### config.mk
export PLATFORM = sky130hd
export DESIGN_NAME = alu_operand_stage_flat
export DESIGN_NICKNAME = d
export VERILOG_FILES = /design/src/rtl/alu_operand_stage_if.sv /design/src/rtl/alu_operand_stage.sv /design/src/flat_wrapper.sv
export SDC_FILE = /design/constraint.sdc
export NUM_CORES = 1
export LEC_CHECK = 0
export BUFFER_PORTS_ARGS = -buffer_cell sky130_fd_sc_hd__buf_2
export CAP_MARGIN = 20
export CORE_MARGIN = 10
export CORE_UTILIZATION = 35
export CTS_BUF_LIST = sky130_fd_sc_hd__clkbuf_8 sky130_fd_sc_hd__clkbuf_16
export CTS_CLUSTER_DIAMETER = 150
export CTS_CLUSTER_SIZE = 25
export DETAILED_ROUTE_END_ITERATION = 6
export SLEW_MARGIN = 5
export SYNTH_ARGS = -nofsm -noshare
export SYNTH_HDL_FRONTEND = slang
export SYNTH_SLANG_ARGS = --single-unit
### constraint.sdc
create_clock -name clk -period 2.5 [get_ports clk]
set_input_delay 0.125 -clock clk [delete_from_list [all_inputs] [get_ports clk]]
set_output_delay 0.125 -clock clk [all_outputs]
set_load 0.01 [all_outputs]
### src/rtl/alu_operand_stage_if.sv
// Decode-side handshake, ALU-side handshake and forwarding buses of alu_operand_stage.
// The stage uses the slave modport; the decode/EX side uses master.
interface alu_operand_stage_if #(
    parameter int XLEN = 32
);
    logic            in_valid;
    logic            in_ready;
    logic [XLEN-1:0] in_pc;
    logic [XLEN-1:0] in_rs1_data;
    logic [XLEN-1:0] in_rs2_data;
    logic [XLEN-1:0] in_imm;
    logic [4:0]      in_rs1_addr;
    logic [4:0]      in_rs2_addr;
    logic [4:0]      in_rd_addr;
    logic [3:0]      in_alu_op;
    logic            in_use_pc;
    logic            in_use_imm;
    logic            flush;
    logic            exmem_we;
    logic [4:0]      exmem_rd;
    logic [XLEN-1:0] exmem_data;
    logic            memwb_we;
    logic [4:0]      memwb_rd;
    logic [XLEN-1:0] memwb_data;
    logic            out_valid;
    logic            out_ready;
    logic [XLEN-1:0] out_a;
    logic [XLEN-1:0] out_b;
    logic [3:0]      out_alu_op;
    logic [4:0]      out_rd_addr;
    logic [XLEN-1:0] out_store_data;

    modport slave (
        input  in_valid, in_pc, in_rs1_data, in_rs2_data, in_imm,
               in_rs1_addr, in_rs2_addr, in_rd_addr, in_alu_op, in_use_pc, in_use_imm,
               flush, exmem_we, exmem_rd, exmem_data, memwb_we, memwb_rd, memwb_data,
               out_ready,
        output in_ready, out_valid, out_a, out_b, out_alu_op, out_rd_addr, out_store_data
    );

    modport master (
        output in_valid, in_pc, in_rs1_data, in_rs2_data, in_imm,
               in_rs1_addr, in_rs2_addr, in_rd_addr, in_alu_op, in_use_pc, in_use_imm,
               flush, exmem_we, exmem_rd, exmem_data, memwb_we, memwb_rd, memwb_data,
               out_ready,
        input  in_ready, out_valid, out_a, out_b, out_alu_op, out_rd_addr, out_store_data
    );
endinterface

### src/rtl/alu_operand_stage.sv
// ID/EX operand stage: 2-entry skid buffer with operand forwarding and writeback refresh.
// Define ALU_OPSTAGE_FWD_EN to enable forwarding/refresh; otherwise captured rs data is used.
module alu_operand_stage #(
    parameter int XLEN = 32
) (
    input  logic               clk,
    input  logic               rst_n,
    alu_operand_stage_if.slave bus
);

    typedef struct packed {
        logic            valid;
        logic [XLEN-1:0] pc;
        logic [XLEN-1:0] rs1_data;
        logic [XLEN-1:0] rs2_data;
        logic [XLEN-1:0] imm;
        logic [4:0]      rs1_addr;
        logic [4:0]      rs2_addr;
        logic [4:0]      rd_addr;
        logic [3:0]      alu_op;
        logic            use_pc;
        logic            use_imm;
    } entry_t;

    typedef enum logic [1:0] {
        EMPTY = 2'b00,
        ONE   = 2'b10,
        FULL  = 2'b11
    } buf_state_e;

    entry_t          r_m;
    entry_t          r_s;
    entry_t          w_m_ref;
    entry_t          w_s_ref;
    entry_t          w_in_ent;
    entry_t          w_m_nxt;
    entry_t          w_s_nxt;
    buf_state_e      w_state;
    logic            w_accept;
    logic            w_consume;
    logic [XLEN-1:0] w_rs1;
    logic [XLEN-1:0] w_rs2;

`ifdef ALU_OPSTAGE_FWD_EN
    function automatic logic hit(input logic we, input logic [4:0] rd, input logic [4:0] addr);
        return we && (rd == addr) && (addr != 5'd0);
    endfunction
`endif

    assign w_state   = buf_state_e'({r_m.valid, r_s.valid});
    assign w_accept  = bus.in_valid && !r_s.valid;
    assign w_consume = r_m.valid && bus.out_ready;

    // Held entries and the incoming instruction, with writeback results folded in.
    always_comb begin
        // NOTE: every always_comb target gets a full default first so no latch is inferred.
        w_m_ref           = r_m;
        w_s_ref           = r_s;
        w_in_ent          = '0;
        w_in_ent.valid    = 1'b1;
        w_in_ent.pc       = bus.in_pc;
        w_in_ent.rs1_data = bus.in_rs1_data;
        w_in_ent.rs2_data = bus.in_rs2_data;
        w_in_ent.imm      = bus.in_imm;
        w_in_ent.rs1_addr = bus.in_rs1_addr;
        w_in_ent.rs2_addr = bus.in_rs2_addr;
        w_in_ent.rd_addr  = bus.in_rd_addr;
        w_in_ent.alu_op   = bus.in_alu_op;
        w_in_ent.use_pc   = bus.in_use_pc;
        w_in_ent.use_imm  = bus.in_use_imm;
`ifdef ALU_OPSTAGE_FWD_EN
        if (r_m.valid && hit(bus.memwb_we, bus.memwb_rd, r_m.rs1_addr)) w_m_ref.rs1_data = bus.memwb_data;
        if (r_m.valid && hit(bus.memwb_we, bus.memwb_rd, r_m.rs2_addr)) w_m_ref.rs2_data = bus.memwb_data;
        if (r_s.valid && hit(bus.memwb_we, bus.memwb_rd, r_s.rs1_addr)) w_s_ref.rs1_data = bus.memwb_data;
        if (r_s.valid && hit(bus.memwb_we, bus.memwb_rd, r_s.rs2_addr)) w_s_ref.rs2_data = bus.memwb_data;
        if (hit(bus.memwb_we, bus.memwb_rd, bus.in_rs1_addr)) w_in_ent.rs1_data = bus.memwb_data;
        if (hit(bus.memwb_we, bus.memwb_rd, bus.in_rs2_addr)) w_in_ent.rs2_data = bus.memwb_data;
`endif
    end

    always_comb begin
        w_m_nxt = w_m_ref;
        w_s_nxt = w_s_ref;
        if (bus.flush) begin
            w_m_nxt.valid = 1'b0;
            w_s_nxt.valid = 1'b0;
        end else begin
            case (w_state)
                EMPTY: begin
                    if (w_accept) w_m_nxt = w_in_ent;
                end
                ONE: begin
                    if (w_accept && w_consume) w_m_nxt = w_in_ent;
                    else if (w_accept)         w_s_nxt = w_in_ent;
                    else if (w_consume)        w_m_nxt.valid = 1'b0;
                end
                FULL: begin
                    if (w_consume) begin
                        w_m_nxt       = w_s_ref;
                        w_s_nxt.valid = 1'b0;
                    end
                end
                default: begin
                    w_m_nxt.valid = 1'b0;
                    w_s_nxt.valid = 1'b0;
                end
            endcase
        end
    end

    always_ff @(posedge clk) begin
        // NOTE: whole entries (payload included) are reset so the outputs read zero after reset.
        if (!rst_n) begin
            r_m <= '0;
            r_s <= '0;
        end else begin
            r_m <= w_m_nxt;
            r_s <= w_s_nxt;
        end
    end

    // Source operands of M: EX/MEM beats MEM/WB beats stored data; x0 is always zero.
    always_comb begin
        w_rs1 = r_m.rs1_data;
        w_rs2 = r_m.rs2_data;
`ifdef ALU_OPSTAGE_FWD_EN
        if (hit(bus.exmem_we, bus.exmem_rd, r_m.rs1_addr))      w_rs1 = bus.exmem_data;
        else if (hit(bus.memwb_we, bus.memwb_rd, r_m.rs1_addr)) w_rs1 = bus.memwb_data;
        if (hit(bus.exmem_we, bus.exmem_rd, r_m.rs2_addr))      w_rs2 = bus.exmem_data;
        else if (hit(bus.memwb_we, bus.memwb_rd, r_m.rs2_addr)) w_rs2 = bus.memwb_data;
`endif
        if (r_m.rs1_addr == 5'd0) w_rs1 = '0;
        if (r_m.rs2_addr == 5'd0) w_rs2 = '0;
    end

    assign bus.in_ready       = !r_s.valid;
    assign bus.out_valid      = r_m.valid;
    assign bus.out_a          = r_m.use_pc  ? r_m.pc  : w_rs1;
    assign bus.out_b          = r_m.use_imm ? r_m.imm : w_rs2;
    assign bus.out_store_data = w_rs2;
    assign bus.out_alu_op     = r_m.alu_op;
    assign bus.out_rd_addr    = r_m.rd_addr;

endmodule

### src/flat_wrapper.sv
// flat-port wrapper written by rule: the top's interface ports become plain ports
module alu_operand_stage_flat 
#(
    parameter int XLEN = 32
)
  (clk, rst_n, bus_in_valid, bus_in_pc, bus_in_rs1_data, bus_in_rs2_data, bus_in_imm, bus_in_rs1_addr, bus_in_rs2_addr, bus_in_rd_addr, bus_in_alu_op, bus_in_use_pc, bus_in_use_imm, bus_flush, bus_exmem_we, bus_exmem_rd, bus_exmem_data, bus_memwb_we, bus_memwb_rd, bus_memwb_data, bus_out_ready, bus_in_ready, bus_out_valid, bus_out_a, bus_out_b, bus_out_alu_op, bus_out_rd_addr, bus_out_store_data);
  alu_operand_stage_if #(.XLEN(XLEN)) bus_i ();
  input  logic clk;
  input  logic rst_n;
  input wire logic [$bits(bus_i.in_valid)-1:0] bus_in_valid;
  input wire logic [$bits(bus_i.in_pc)-1:0] bus_in_pc;
  input wire logic [$bits(bus_i.in_rs1_data)-1:0] bus_in_rs1_data;
  input wire logic [$bits(bus_i.in_rs2_data)-1:0] bus_in_rs2_data;
  input wire logic [$bits(bus_i.in_imm)-1:0] bus_in_imm;
  input wire logic [$bits(bus_i.in_rs1_addr)-1:0] bus_in_rs1_addr;
  input wire logic [$bits(bus_i.in_rs2_addr)-1:0] bus_in_rs2_addr;
  input wire logic [$bits(bus_i.in_rd_addr)-1:0] bus_in_rd_addr;
  input wire logic [$bits(bus_i.in_alu_op)-1:0] bus_in_alu_op;
  input wire logic [$bits(bus_i.in_use_pc)-1:0] bus_in_use_pc;
  input wire logic [$bits(bus_i.in_use_imm)-1:0] bus_in_use_imm;
  input wire logic [$bits(bus_i.flush)-1:0] bus_flush;
  input wire logic [$bits(bus_i.exmem_we)-1:0] bus_exmem_we;
  input wire logic [$bits(bus_i.exmem_rd)-1:0] bus_exmem_rd;
  input wire logic [$bits(bus_i.exmem_data)-1:0] bus_exmem_data;
  input wire logic [$bits(bus_i.memwb_we)-1:0] bus_memwb_we;
  input wire logic [$bits(bus_i.memwb_rd)-1:0] bus_memwb_rd;
  input wire logic [$bits(bus_i.memwb_data)-1:0] bus_memwb_data;
  input wire logic [$bits(bus_i.out_ready)-1:0] bus_out_ready;
  output wire logic [$bits(bus_i.in_ready)-1:0] bus_in_ready;
  output wire logic [$bits(bus_i.out_valid)-1:0] bus_out_valid;
  output wire logic [$bits(bus_i.out_a)-1:0] bus_out_a;
  output wire logic [$bits(bus_i.out_b)-1:0] bus_out_b;
  output wire logic [$bits(bus_i.out_alu_op)-1:0] bus_out_alu_op;
  output wire logic [$bits(bus_i.out_rd_addr)-1:0] bus_out_rd_addr;
  output wire logic [$bits(bus_i.out_store_data)-1:0] bus_out_store_data;
  assign bus_i.in_valid = bus_in_valid;
  assign bus_i.in_pc = bus_in_pc;
  assign bus_i.in_rs1_data = bus_in_rs1_data;
  assign bus_i.in_rs2_data = bus_in_rs2_data;
  assign bus_i.in_imm = bus_in_imm;
  assign bus_i.in_rs1_addr = bus_in_rs1_addr;
  assign bus_i.in_rs2_addr = bus_in_rs2_addr;
  assign bus_i.in_rd_addr = bus_in_rd_addr;
  assign bus_i.in_alu_op = bus_in_alu_op;
  assign bus_i.in_use_pc = bus_in_use_pc;
  assign bus_i.in_use_imm = bus_in_use_imm;
  assign bus_i.flush = bus_flush;
  assign bus_i.exmem_we = bus_exmem_we;
  assign bus_i.exmem_rd = bus_exmem_rd;
  assign bus_i.exmem_data = bus_exmem_data;
  assign bus_i.memwb_we = bus_memwb_we;
  assign bus_i.memwb_rd = bus_memwb_rd;
  assign bus_i.memwb_data = bus_memwb_data;
  assign bus_i.out_ready = bus_out_ready;
  assign bus_in_ready = bus_i.in_ready;
  assign bus_out_valid = bus_i.out_valid;
  assign bus_out_a = bus_i.out_a;
  assign bus_out_b = bus_i.out_b;
  assign bus_out_alu_op = bus_i.out_alu_op;
  assign bus_out_rd_addr = bus_i.out_rd_addr;
  assign bus_out_store_data = bus_i.out_store_data;
  alu_operand_stage #(.XLEN(XLEN)) u_core (.clk(clk), .rst_n(rst_n), .bus(bus_i));
endmodule
==> reports/metrics.yaml <==
netlist.area_leader.share_pct: 40.0
irDropWorstVdd_uv: 453
post_cts_buffers: 0
first_global_vias: 14800
drive_above_1_share_pct: 21.9
cp_data_arrival_time_ns: 2.34
cts_root_buffer: "clkbuf_16"
p_per_area_nw_per_um2: 526
cpMostUsedCell: "o21ai_0"
cts.sinks: 300
synth.distinct_cells: 26
hp-start: "bus_out_ready"
max_cap_violations: 0
wirelength_mm: 58.7
min_delay_path_depth: 5
worstHoldEndpoint: "u_core.r_s[86]"
r2r_cells: 5
cts_made_buffers: 15
layout_commonest_cell: "nand3_1"
grt_pass1_wl_mm: 89.4
yosys.area.top_type: "dfxtp_1"
yosys_warnings: 0
min_path_type: "primary input to flop"
final_util_pct: 43.4
layout_common_cells: "298 x nand3_1, 297 x dfxtp_1, 259 x buf_2"
finClkSkew_ns: 0.0150
grt_usage_pct: 21.3
worst_pin_slew_ns: 1.03
num_rows: 75
crit_type: "flop to output pin"
drt-pass1-iter-count: 5
hpwl_mm: 32.0
status: "finished clean"
critical-path-top-delay-family: "compound AO/OA/AOI/OAI gates"
clockBufferDepth: 3
io_pins: 337
vias: 15700
grt_max_degree: 153
period_needed_ns: 2.46
antenna_found_initial: 6
rr_endpoint: "u_core.bus.out_valid"
drc: 0
setup_violations: 0
port_buffers: 260
crit_chain: "or4_1 > buf_4 > o21ai_0 > o21ai_0 > buf_2"
cp_slowest_cell: "or4_1"
die_area_um2: 51600
rsz0062_at_grt: "false"
cts_tree: "built"
cts_max_level: 1
fmax_ghz: 0.406
die_h_um: 227
ys_top_cells_by_area: "dfxtp_1 40%, a311oi_2 11%, nand3_1 9.9%"
synth_nets: 2014
crit_fanout: 32
syn_inst: 1784
critPathLaunchType: "flop"
ys_ff_latch: 300
ant_nets: 0
cp_slowest_stage_delay_ns: 0.52
syn_area_um2: 15000
end_kind: "output pin"
p_leak_nw: 6.61
finalMaxSlewViolations: 0
ys_seq_area_share_pct: 40.0
crit_buf_inv: 2
relSlewSlack_pct: 31.3
gp_congestion: 0.889
reg2reg_slack_ns: 0.40
rr_startpoint: "u_core.r_s[149]"
die_w_um: 227
worstPathRequired_ns: 2.38
n_fill_cell: 4149
fin_nets: 2218
wire_per_inst_um: 23.2
crit_start: "u_core.r_m[11]"
tns_ns: 0
drt-initial-drc-count: 1594
postSynthAreaPerCell_um2: 8.42
viasPerCell: 6.21
grt-ovfl-total: 0
core_region_area_um2: 42200
finalCritPeriodShare_pct: 98.4
start_util_pct: 35.6
clk_pin_slew_ns: 0.11
clkLatencyLatePin_ns: 0.51
areaGrowthSynthToFinish_pct: 22.2
hold_violations: 0
-- Yosys cell counts, drive strengths merged --
| library cell | n |
|---|---|
| inv | 36 |
| nor4bb | 1 |
| nor3 | 1 |
| dfxtp | 300 |
| nand4bb | 1 |
| or2 | 1 |
| clkbuf | 176 |
| nand3 | 298 |
| and4 | 1 |
| a22o | 32 |
| o21ai | 214 |
| or4 | 1 |
| buf | 85 |
| a21oi | 151 |
| a311oi | 149 |
| nor3b | 1 |
| a41oi | 149 |
| nand2 | 184 |
| nor2 | 1 |
| nand2b | 2 |
-- report_power, final --
part / total [W] / internal [W] / switching, W
Combinational: 0.00182 / 0.000737 / 0.00108
Clock: 0.00273 / 0.00110 / 0.00163
Sequential: 0.00511 / 0.00496 / 0.000148
-- state kept, by name (all words and copies together), names as in the netlist --
register	flops
u_core.r_s	150
u_core.bus.out_alu_op	4
u_core.bus.out_rd_addr	5
u_core.r_m	140
u_core.bus.out_valid	1
-- repair_timing --
action | in CTS | in global routing
pin swaps | 1 | 0
gates resized for setup | 2 | 7
endpoints found under the hold margin | 300 | 0
hold buffers | 152 | 0
endpoints found under the setup margin | 4 | 10
cloned | 1 | 0
-- cell type report --
type	instances	area, um^2	share of cell area (%)
clock buffer	15	375	2.05
antenna	5	12.5	0.0682
sequential	300	6010	32.8
multi-input combinational	1188	7740	42.2
tap	539	674	3.68
clock inverter	2	12.5	0.0682
inverter	36	150	0.818
timing repair buffer	447	3370	18.4
-- metrics by stage --
| step | power [W] | instance area, um^2 | setup WS [ns] | cells | hold WS (ns) |
|---|---|---|---|---|---|
| 2_1_floorplan | 0.00617 | 15000 | 0.906 | 1784 | 0.267 |
| 3_3_place_gp | 0.00679 | 16400 | 0.549 | 2357 | 0.389 |
| 3_5_place_dp | 0.00681 | 16400 | 0.548 | 2357 | 0.396 |
| 4_1_cts | 0.00972 | 18300 | 0.0567 | 2527 | 0.235 |
| 5_1_grt | 0.0100 | 18300 | 0.00113 | 2530 | 0.241 |
| 6_report | 0.00966 | 18300 | 0.0396 | 2532 | 0.224 |
-- cell families after synthesis --
| family | share of synthesized area [%] |
|---|---|
| buffers and inverters | 9.02 |
| and+or+nand+nor | 15.0 |
| DFF | 40.0 |
| AOI/OAI and AO/OA | 36.0 |
-- routing by layer --
| layer | up-vias | global-route usage [%] | wire [um] |
|---|---|---|---|
| li1 | 7142 | - | - |
| met1 | 7788 | 28.9 | 25000 |
| met2 | 686 | 34.3 | 27800 |
| met3 | 99 | 2.97 | 4150 |
| met4 | 2 | 6.94 | 1670 |
| met5 | - | 0 | 13 |
-- worst reg2reg max path: cells and delay by family (launching register included) --
family | cells | cell delay [ns]
compound gates | 1 | 0.06
buf+inv | 3 | 1.38
flops | 1 | 0.46
simple gates | 1 | 0.10
-- worst max-delay path by stage --
stage                                  to  slack, ns  depth (start not counted)
final                        bus_out_b[2]       0.04                          5
after global routing         bus_out_b[2]      0.001                          5
after CTS                   bus_out_b[16]       0.06                          5
after detailed placement    bus_out_a[28]       0.55                          4
after global placement      bus_out_a[28]       0.55                          4
after floorplan           u_core.r_m[100]       0.91                          8
Power figures use the tool's default switching activity.
